File: src/rtl/issue_scoreboard.sv
// Decode-stage issue scoreboard: per-register readiness, RAW/WAW/write-port stall generation.
// Optional stall-cause performance counters are enabled with SB_PERF_CNT_EN.
module issue_scoreboard #(
  parameter int NUM_REGS = 32,
  parameter int ALU_LAT  = 1,
  parameter int MUL_LAT  = 5,
  parameter int LOAD_LAT = 2,
  parameter int CNT_W    = 3
) (
  input  logic                clk_i,
  input  logic                rsn_i,
  input  logic                dec_valid_i,
  input  logic [1:0]          dec_class_i,
  input  logic                dec_wr_en_i,
  input  logic [4:0]          dec_rd_addr_i,
  input  logic                dec_use_a_i,
  input  logic [4:0]          dec_read_addr_a_i,
  input  logic                dec_use_b_i,
  input  logic [4:0]          dec_read_addr_b_i,
  input  logic                cache_hit_i,
  input  logic [4:0]          cache_addr_i,
  input  logic                write_en_i,
  input  logic [4:0]          write_addr_i,
  output logic                stall_core_o,
  output logic [1:0]          stall_cause_o,
  output logic [NUM_REGS-1:0] ready_mask_o,
  output logic [31:0]         stall_cnt_raw_o,
  output logic [31:0]         stall_cnt_waw_o,
  output logic [31:0]         stall_cnt_port_o
);

  localparam int RES_W = MUL_LAT + 1;
  typedef logic [CNT_W-1:0] cnt_t;

  logic [NUM_REGS-1:0] busy_q, busy_d, is_load_q, is_load_d, done_q, done_d;
  cnt_t                cnt_q [NUM_REGS];
  cnt_t                cnt_d [NUM_REGS];
  logic [RES_W-1:0]    res_q, res_d, res_shift_s;
  logic [NUM_REGS-1:0] ready_s;
  cnt_t                new_lat_s;
  logic                writes_s, raw_s, waw_s, port_s, accept_s;

  function automatic cnt_t lat_of(input logic [1:0] cls);
    case (cls)
      2'd0:    lat_of = cnt_t'(ALU_LAT);
      2'd1:    lat_of = cnt_t'(MUL_LAT);
      2'd2:    lat_of = cnt_t'(LOAD_LAT);
      default: lat_of = {CNT_W{1'b0}};
    endcase
  endfunction

  always_comb begin
    for (int r = 0; r < NUM_REGS; r++) begin
      ready_s[r] = !busy_q[r] | ((cnt_q[r] == {CNT_W{1'b0}}) & (!is_load_q[r] | done_q[r]));
    end
    ready_s[0] = 1'b1;
  end

  // Class 3 has no writeback slot, so it neither tracks rd nor reserves the port.
  always_comb begin
    new_lat_s   = lat_of(dec_class_i);
    writes_s    = dec_wr_en_i & (dec_class_i != 2'd3);
    res_shift_s = res_q >> 1;
    raw_s = dec_valid_i &
            ((dec_use_a_i & (dec_read_addr_a_i != 5'd0) & !ready_s[dec_read_addr_a_i]) |
             (dec_use_b_i & (dec_read_addr_b_i != 5'd0) & !ready_s[dec_read_addr_b_i]));
    waw_s = dec_valid_i & writes_s & busy_q[dec_rd_addr_i] &
            ((is_load_q[dec_rd_addr_i] & !done_q[dec_rd_addr_i]) |
             (cnt_q[dec_rd_addr_i] > new_lat_s));
    port_s = dec_valid_i & writes_s & res_shift_s[new_lat_s];
  end

  always_comb begin
    stall_core_o = rsn_i & (raw_s | waw_s | port_s);
    if (!rsn_i) begin
      stall_cause_o = 2'd0;
    end else if (raw_s) begin
      stall_cause_o = 2'd1;
    end else if (waw_s) begin
      stall_cause_o = 2'd2;
    end else if (port_s) begin
      stall_cause_o = 2'd3;
    end else begin
      stall_cause_o = 2'd0;
    end
    ready_mask_o = ready_s | {NUM_REGS{!rsn_i}};
    accept_s     = dec_valid_i & !stall_core_o;
  end

  // A fresh entry is loaded already decremented so that an ALU result is bypassable next cycle.
  always_comb begin
    if (accept_s & writes_s) begin
      res_d = res_shift_s | (RES_W'(1) << new_lat_s);
    end else begin
      res_d = res_shift_s;
    end
    for (int r = 0; r < NUM_REGS; r++) begin
      busy_d[r]    = busy_q[r];
      is_load_d[r] = is_load_q[r];
      done_d[r]    = done_q[r];
      if (cnt_q[r] != {CNT_W{1'b0}}) begin
        cnt_d[r] = cnt_q[r] - cnt_t'(1);
      end else begin
        cnt_d[r] = cnt_q[r];
      end
      if (cache_hit_i & (cache_addr_i == 5'(r)) & busy_q[r] & is_load_q[r] &
          (cnt_q[r] == {CNT_W{1'b0}})) begin
        done_d[r] = 1'b1;
      end else begin
        done_d[r] = done_q[r];
      end
      if (accept_s & writes_s & (dec_rd_addr_i == 5'(r)) & (dec_rd_addr_i != 5'd0)) begin
        busy_d[r]    = 1'b1;
        cnt_d[r]     = new_lat_s - cnt_t'(1);
        is_load_d[r] = (dec_class_i == 2'd2);
        done_d[r]    = 1'b0;
      end else if (write_en_i & (write_addr_i == 5'(r))) begin
        busy_d[r] = 1'b0;
      end else begin
        busy_d[r] = busy_q[r];
      end
    end
  end

  always_ff @(posedge clk_i) begin
    if (!rsn_i) begin
      busy_q    <= {NUM_REGS{1'b0}};
      is_load_q <= {NUM_REGS{1'b0}};
      done_q    <= {NUM_REGS{1'b0}};
      res_q     <= {RES_W{1'b0}};
      for (int r = 0; r < NUM_REGS; r++) begin
        cnt_q[r] <= {CNT_W{1'b0}};
      end
    end else begin
      busy_q    <= busy_d;
      is_load_q <= is_load_d;
      done_q    <= done_d;
      res_q     <= res_d;
      for (int r = 0; r < NUM_REGS; r++) begin
        cnt_q[r] <= cnt_d[r];
      end
    end
  end

`ifdef SB_PERF_CNT_EN
  logic [31:0] cnt_raw_q, cnt_waw_q, cnt_port_q;

  always_ff @(posedge clk_i) begin
    if (!rsn_i) begin
      cnt_raw_q  <= 32'd0;
      cnt_waw_q  <= 32'd0;
      cnt_port_q <= 32'd0;
    end else if (stall_core_o) begin
      case (stall_cause_o)
        2'd1:    cnt_raw_q  <= cnt_raw_q + 32'd1;
        2'd2:    cnt_waw_q  <= cnt_waw_q + 32'd1;
        2'd3:    cnt_port_q <= cnt_port_q + 32'd1;
        default: cnt_raw_q  <= cnt_raw_q;
      endcase
    end else begin
      cnt_raw_q <= cnt_raw_q;
    end
  end

  assign stall_cnt_raw_o  = cnt_raw_q;
  assign stall_cnt_waw_o  = cnt_waw_q;
  assign stall_cnt_port_o = cnt_port_q;
`else
  assign stall_cnt_raw_o  = 32'd0;
  assign stall_cnt_waw_o  = 32'd0;
  assign stall_cnt_port_o = 32'd0;
`endif

endmodule
File: config.mk
export PLATFORM = sky130hd
export DESIGN_NAME = issue_scoreboard
export DESIGN_NICKNAME = d
export VERILOG_FILES = /design/src/rtl/issue_scoreboard.sv
export SDC_FILE = /design/constraint.sdc
export NUM_CORES = 1
export LEC_CHECK = 0
export ABC_AREA = 1
export CAP_MARGIN = 5
export CORE_ASPECT_RATIO = 1.75
export CORE_MARGIN = 2
export CORE_UTILIZATION = 50
export CTS_BUF_LIST = sky130_fd_sc_hd__clkbuf_16
export CTS_CLUSTER_DIAMETER = 100
export DETAILED_ROUTE_END_ITERATION = 8
export DONT_BUFFER_PORTS = 1
export MAX_ROUTING_LAYER = met4
export PLACE_DENSITY_LB_ADDON = 0.15
export SLEW_MARGIN = 20
export SYNTH_ARGS = -nofsm -noshare
export SYNTH_HDL_FRONTEND = slang
export SYNTH_SLANG_ARGS = --single-unit
File: constraint.sdc
create_clock -name clk_i -period 3.4 [get_ports clk_i]
set_clock_uncertainty 0.15 [all_clocks]
set_input_delay 0.34 -clock clk_i [delete_from_list [all_inputs] [get_ports clk_i]]
set_output_delay 0.34 -clock clk_i [all_outputs]
set_load 0.005 [all_outputs]
==> results of run 1 <==
worst register-to-register path: stages (launching register included):
cell	delay (ns)
dfxtp_2	0.34
inv_2	0.08
o22ai_1	0.10
o21ai_2	0.19
buf_4	0.14
nand4_1	0.10
nand2_2	0.12
o21ai_1	0.09
ha_1	0.32
a21oi_2	0.14
o21ai_1	0.07
nand2_1	0.08
nand3_1	0.08
nand2_1	0.10
nand2_2	0.07
nand2_4	0.07
nand3_4	0.09
inv_4	0.19
buf_4	0.26
nand2_2	0.14
o211ai_1	0.13
nand2_1	0.07
placed cells by master (no fill, tap or decap), drive strengths merged, types with 14 or more instances in the layout:
cell type	n
nor3	42
o211ai	17
nor2	224
clkbuf	17
conb	97
a22oi	14
nand2	489
nand4	35
o21ai	139
a21oi	143
buf	137
o22ai	38
dfxtp	196
ha	67
inv	312
nand3	111
area by class of cell:
cell class                      count  area (µm²)  share of cell area, %
Clock inverter                     15         171                   1.14
Sequential cell                   196        3940                   26.3
Clock buffer                       17         425                   2.84
Antenna cell                        1        2.50                 0.0167
Tap cell                          324         405                   2.70
Timing Repair Buffer              139        1130                   7.54
Inverter                          310        1170                   7.82
Multi-Input combinational cell   1498        7750                   51.7
cell usage after synthesis, types with 3 or more instances:
| library cell | number | area, µm² |
|---|---|---|
| nor2_1 | 209 | 785 |
| ha_1 | 67 | 838 |
| nand4_1 | 34 | 213 |
| dfxtp_1 | 196 | 3920 |
| inv_4 | 3 | 18.8 |
| inv_2 | 12 | 45.0 |
| buf_6 | 8 | 90.1 |
| o21ai_0 | 134 | 671 |
| nand3_1 | 106 | 531 |
| a21oi_2 | 3 | 26.3 |
| inv_1 | 291 | 1090 |
| xnor2_1 | 13 | 114 |
| buf_2 | 9 | 45.0 |
| nand2_1 | 474 | 1780 |
| xor2_1 | 7 | 61.3 |
| o221ai_1 | 6 | 52.6 |
| buf_4 | 101 | 758 |
| a22oi_1 | 14 | 105 |
| o21bai_1 | 13 | 97.6 |
| a31oi_1 | 13 | 81.3 |
| o211ai_1 | 17 | 128 |
| clkinv_1 | 4 | 15.0 |
| o21ai_1 | 5 | 25.0 |
| a41oi_1 | 7 | 61.3 |
| nor3_1 | 42 | 210 |
| nor2_2 | 13 | 81.3 |
| o22ai_1 | 38 | 238 |
| nand3_2 | 4 | 40.0 |
| a21oi_1 | 140 | 701 |
| o31ai_1 | 8 | 60.1 |
| nand2_2 | 13 | 81.3 |
| clkbuf_1 | 46 | 173 |
| buf_1 | 11 | 41.3 |
| a221oi_1 | 3 | 26.3 |
worst max path at each step:
| stage | from | to | slack, ns | cells past startpoint |
|---|---|---|---|---|
| final | cnt_q[30][0]$_SDFFE_PN0P_ | stall_cause_o[1] | 0.06 | 14 |
| after global routing | cnt_q[20][2]$_SDFFE_PN0P_ | stall_cause_o[1] | -0.07 | 14 |
| after floorplan | dec_rd_addr_i[0] | is_load_q[12]$_SDFFE_PN0P_ | 0.03 | 22 |
| after detailed placement | dec_rd_addr_i[0] | cnt_q[20][0]$_SDFFE_PN0P_ | -0.34 | 23 |
| after global placement | dec_rd_addr_i[0] | cnt_q[26][0]$_SDFFE_PN0P_ | -0.27 | 23 |
| after CTS | cnt_q[19][0]$_SDFFE_PN0P_ | stall_cause_o[0] | 0.0003 | 18 |
state kept, by name, indices dropped and copies added (netlist names):
register / flops
done_q: 32
busy_q: 32
res_q: 4
cnt_q: 96
is_load_q: 32
logic make-up after synthesis:
group | Yosys count | synth area share, %
flip-flops | 196 | 29.3
AND/OR/NAND/NOR | 907 | 28.7
adder cells (fa/ha/maj) | 67 | 6.25
AO/OA/AOI/OAI | 407 | 17.3
buffers and inverters | 486 | 17.1
XOR/XNOR | 20 | 1.31
other | 2 | 0.0560
what timing repair did:
action / CTS / global route
hold endpoints to repair: 112 / 0
endpoints found under the setup margin: 96 / 88
setup buffers: 1 / 2
gates resized for setup: 23 / 68
hold buffers: 5 / 0
pin swaps: 1 / 10
routing by layer:
metal / routed length (µm) / vias up
li1: - / 6738
met1: 18700 / 6513
met2: 27100 / 736
met3: 4160 / 321
met4: 6440 / 0
met5: 0 / -
metrics by stage:
stage	instance area (µm²)	setup WS, ns	cells	power [mW]
finish	15000	0.0555	2500	9.65
detailed placement	14100	-0.344	2459	7.28
floorplan	13800	0.0257	2180	5.97
CTS	14800	0.000348	2497	9.47
global route	15000	-0.0732	2500	10.3
global placement	14100	-0.270	2459	7.18
where the power goes:
part           internal [mW]  total [mW]  leakage (nW)  switching (mW)
Clock                   1.05        2.12         0.287            1.07
Sequential              2.79        3.08          1.61           0.292
Combinational           1.79        4.45          4.76            2.66
Total                   5.63        9.65          6.65            4.02
==> flow_summary_export.csv, run 1 <==
group,metric,value,unit
run_status,status,"finished clean",
sta,final.setup.tns,0,ns
placement,gp_congestion,1.05,
logic_synthesis,synthFlopType,"dfxtp_1",
route,drt_iter0_drc,1479,
logic_synthesis,async_flop_share,0,%
worst_setup_path,arrival,2.85,ns
die,die_w,128,µm
hold_path,hold_class,"input pin to flop",
global_route,grt_pass1_vias,13400,
die,coreArea,26500,µm²
route,vias,14300,
route,routedWlPerCell,22.6,µm
worst_setup_path,r2r_cells,21,
final_layout,fillerInstances,2727,
sta,max_slew_margin,37.6,%
global_route,met1_usage,39.6,%
clock_network,tritoncts,"built",
route,via_per_inst,5.72,
clock_network,path_clk_slew,0.08,ns
clock_network,cts_inserted_buffers,17,
final_layout,syn_to_final_growth,11.8,%
worst_setup_path,required,2.91,ns
route,ant_nets,0,
worst_setup_path,slowest_stage,"o21ai_0",
logic_synthesis,avgSynthCellArea,6.43,µm²
sta,whs,0.0109,ns
die,initial_utilization,50.6,%
global_route,antenna_found_initial,1,
clock_network,ctsLongestPathBuffers,2,
die,rows,79,
logic_synthesis,syn_inst,2085,
placement,dp_hpwl,42800,µm
worst_setup_path,crit_buf_inv,2,
final_layout,final_util,56.6,%
placement,numPortBuffers,0,
route,drt_pass1_iterations,8,
die,design.die.area,28200,µm²
logic_synthesis,yosys_register_bits,196,
global_route,grt-busiest-layer,"met2",
worst_setup_path,r2r-end,"cnt_q[20][0]$_SDFFE_PN0P_",
route,routed_wirelength,56400,µm
logic_synthesis,synth-edff-count,0,
sta,tightest_slew,0.933,ns
worst_setup_path,r2r_start,"cnt_q[0][2]$_SDFFE_PN0P_",
logic_synthesis,yosys_warnings,0,
worst_setup_path,crit_type,"flop to output pin",
sta,setup_viol,0,
global_route,grt_pass1_wl,81800,µm
power,p_leak,6.65,nW
run,cap_violations,0,
power,peakVddDrop,413,µV
route,drc,0,
worst_setup_path,cp-end-kind,"output pin",
die,die_y,221,µm
clock_network,clk-insertion-delay-late,0.48,ns
worst_setup_path,cp-start-kind,"flop",
global_route,use_met3,8.41,%
clock_network,cts_sinks,196,
worst_setup_path,path_max_fanout,5,
final_layout,nets,2264,
worst_setup_path,regToRegSetupSlack,0.19,ns
die,pin_count,166,
hold_path,min-delay-start,"cache_addr_i[4]",
clock_network,h-tree-depth,4,
global_route,grt_usage,41.2,%
logic_synthesis,ys_seq_area_share,29.3,%
global_route,grt_max_degree,67,
global_route,use_met2,68.8,%
sta,fmax,299,MHz
sta,min_period,3.34,ns
sta,finalHoldViolCount,0,
clock_network,cts-root-buf,"clkbuf_16",
hold_path,hold_end,"done_q[20]$_SDFFE_PP0P_",
global_route,grt.overflow.total,0,
worst_setup_path,path_cells,"inv_1 > o22ai_1 > o21ai_0 > a41oi_1 > a21oi_1 > ha_1 > nand3_1 > nand2_1 > nand3_1 > nand2_1 > nand2_2 > nand2_4 > buf_4 > a21oi_2",
sta,fin_crit_sh,98.4,%
logic_synthesis,syn-cell-area,13400,µm²
worst_setup_path,crit_path_max_incr_delay,0.37,ns
logic_synthesis,synth_cell_types,49,
hold_path,holdPathStages,4,
worst_setup_path,crit_family,"compound AO/OA/AOI/OAI gates",
power,powerDensity,644,nW/µm²
final_layout,drive_above_1_share,13.6,%
sta,slew_viol_final,0,
Power figures use the tool's default switching activity.
==> inputs of run 2 (changes only) <==
Settings changed: SLEW_MARGIN 20 to not set.
==> results of run 2 <==
No change in the layout: final DEF, timing and power equal those of run 1.
==> inputs of run 3 (changes only) <==
Settings changed: SKIP_LAST_GASP set to 1.
==> run 3 against run 2 <==
Net effect:
- routed wire length about the same
- sequential power about the same
- non-clock buffer count did not move
- core utilization is essentially flat
- cell area is essentially flat
- critical path depth unchanged
- global-route usage did not move
- flip-flop and latch count did not move
- highest routed layer unchanged
==> flow_summary_export.csv, run 3 (synthesis results as in run 1) <==
group,metric,value,unit
clock_network,h-tree-depth,4,
sta,min_period,3.34,ns
worst_setup_path,path_max_fanout,5,
worst_setup_path,r2r_cells,21,
die,die_y,221,µm
run_status,status,"finished clean",
worst_setup_path,arrival,2.85,ns
clock_network,clk-insertion-delay-late,0.48,ns
sta,fin_crit_sh,98.2,%
clock_network,path_clk_slew,0.08,ns
worst_setup_path,required,2.91,ns
route,drc,0,
run,cap_violations,0,
power,power_switching,4.02,mW
final_layout,finalNonFillerCells,2500,
placement,place_inst,2459,
power,power,9.64,mW
final_layout,multi_input_area,7740,µm²
worst_setup_path,startpoint,"cnt_q[30][0]$_SDFFE_PN0P_",
die,pin_count,166,
sta,max_slew_margin,37.5,%
route,routedWlPerCell,22.6,µm
clock_network,tritoncts,"built",
clock_network,cts_inserted_buffers,17,
power,powerDensity,643,nW/µm²
die,coreArea,26500,µm²
global_route,grt_pass1_wl,81800,µm
hold_path,min-delay-start,"cache_addr_i[4]",
placement,numPortBuffers,0,
final_layout,drive_above_1_share,13.6,%
power,seq_power_share,31.9,%
placement,dp_hpwl,42800,µm
worst_setup_path,crit_type,"flop to output pin",
die,design.die.area,28200,µm²
worst_setup_path,cp-start-kind,"flop",
final_layout,syn_to_final_growth,11.8,%
power,clkPwrFrac,22.0,%
route,drt_pass1_iterations,8,
final_layout,layout_common_cells,"455 x nand2_1, 275 x inv_1, 208 x nor2_1, 188 x dfxtp_1, 138 x a21oi_1",
final_layout,largest_reg_flops,96,
final_layout,ff_latch_area,3940,µm²
die,die_w,128,µm
hold_path,holdPathStages,4,
power,switching_share,41.7,%
global_route,grt_pass1_vias,13400,
global_route,grt.overflow.total,0,
route,ant_nets,0,
clock_network,cts_sinks,196,
sta,fmax,300,MHz
hold_path,hold_class,"input pin to flop",
clock_network,cts-root-buf,"clkbuf_16",
final_layout,fillerInstances,2728,
global_route,antenna_found_initial,1,
route,via_per_inst,5.73,
clock_network,ctsLongestPathBuffers,2,
power,intPower,5.62,mW
global_route,grt_max_degree,67,
placement,gp_congestion,1.05,
worst_setup_path,r2r_start,"cnt_q[0][2]$_SDFFE_PN0P_",
route,routed_wirelength,56400,µm
global_route,grt_usage,41.2,%
sta,tightest_slew,0.934,ns
die,rows,79,
worst_setup_path,r2r-end,"cnt_q[20][0]$_SDFFE_PN0P_",
power,p_leak,6.65,nW
power,peakVddDrop,413,µV
hold_path,hold_end,"done_q[20]$_SDFFE_PP0P_",
sta,setup_viol,0,
final_layout,largest-register,"cnt_q",
worst_setup_path,regToRegSetupSlack,0.19,ns
sta,slew_viol_final,0,
route,vias,14300,
power,comb_power_share,46.1,%
die,initial_utilization,50.6,%
sta,finalHoldViolCount,0,
final_layout,final_common_cell,"nand2_1",
sta,rsz0062_at_grt,"true",
final_layout,nets,2264,
worst_setup_path,cp-end-kind,"output pin",
route,drt_iter0_drc,1489,
run 3: final cells by class:
cell class,instances,share of cell area [%]
diodes,1,0.0167
flip-flops and latches,196,26.3
clock buffers,17,2.84
clock inverters,15,1.14
repair buffers,139,7.55
well taps,324,2.70
multi-input cells,1498,51.7
inverters,310,7.82
run 3: critical path: stages (launching register included):
cell     delay (ns)
dfxtp_1        0.33
inv_1          0.11
o22ai_1        0.10
o21ai_0        0.37
a41oi_1        0.25
a21oi_1        0.21
ha_1           0.26
nand3_1        0.07
nand2_1        0.07
nand3_1        0.08
nand2_1        0.08
nand2_2        0.08
nand2_4        0.05
buf_4          0.17
a21oi_2        0.12
run 3: repair_timing:
item / CTS / global route
hold buffers: 5 / 0
pin swaps: 1 / 10
cloned: 0 / 0
setup endpoints to repair: 96 / 88
gates resized for setup: 23 / 66
buffers inserted: 1 / 2
endpoints found under the hold margin: 112 / 0
run 3: stage by stage:
| step | TNS, ns | setup slack [ns] | utilization [%] | cell area, µm² | hold slack [ns] |
|---|---|---|---|---|---|
| 6_report | 0 | 0.0620 | 56.6 | 15000 | 0.0121 |
| 5_1_grt | -0.220 | -0.0732 | 56.6 | 15000 | 0.0319 |
| 4_1_cts | 0 | 0.000348 | 56.0 | 14800 | 0.00223 |
| 3_5_place_dp | -39.51 | -0.344 | 53.1 | 14100 | 0.258 |
| 3_3_place_gp | -29.36 | -0.270 | 53.1 | 14100 | 0.252 |
| 2_1_floorplan | 0 | 0.0257 | - | 13800 | 0.236 |
run 3: worst max-delay path by stage:
stage | to | slack [ns] | depth (start not counted)
detailed placement | cnt_q[20][0]$_SDFFE_PN0P_ | -0.34 | 23
global placement | cnt_q[26][0]$_SDFFE_PN0P_ | -0.27 | 23
floorplan | is_load_q[12]$_SDFFE_PN0P_ | 0.03 | 22
global route | stall_cause_o[1] | -0.07 | 14
CTS | stall_cause_o[0] | 0.0003 | 18
finish | stall_cause_o[1] | 0.06 | 14
run 3: power by group through the flow:
stage          sequential, mW  clock, mW  combinational (mW)
3_5_place_dp             3.09          0                4.18
5_1_grt                  3.13       2.21                4.97
2_1_floorplan            3.01          0                2.95
6_report                 3.08       2.12                4.45
4_1_cts                  3.05       2.12                4.30
3_3_place_gp             3.09          0                4.09
run 3: routing by layer:
layer	GRT usage (%)	vias up	wire, µm
met2	68.8	737	27200
met3	8.41	320	4070
li1	-	6740	-
met1	39.6	6519	18800
met5	-	-	0
met4	37.7	0	6360
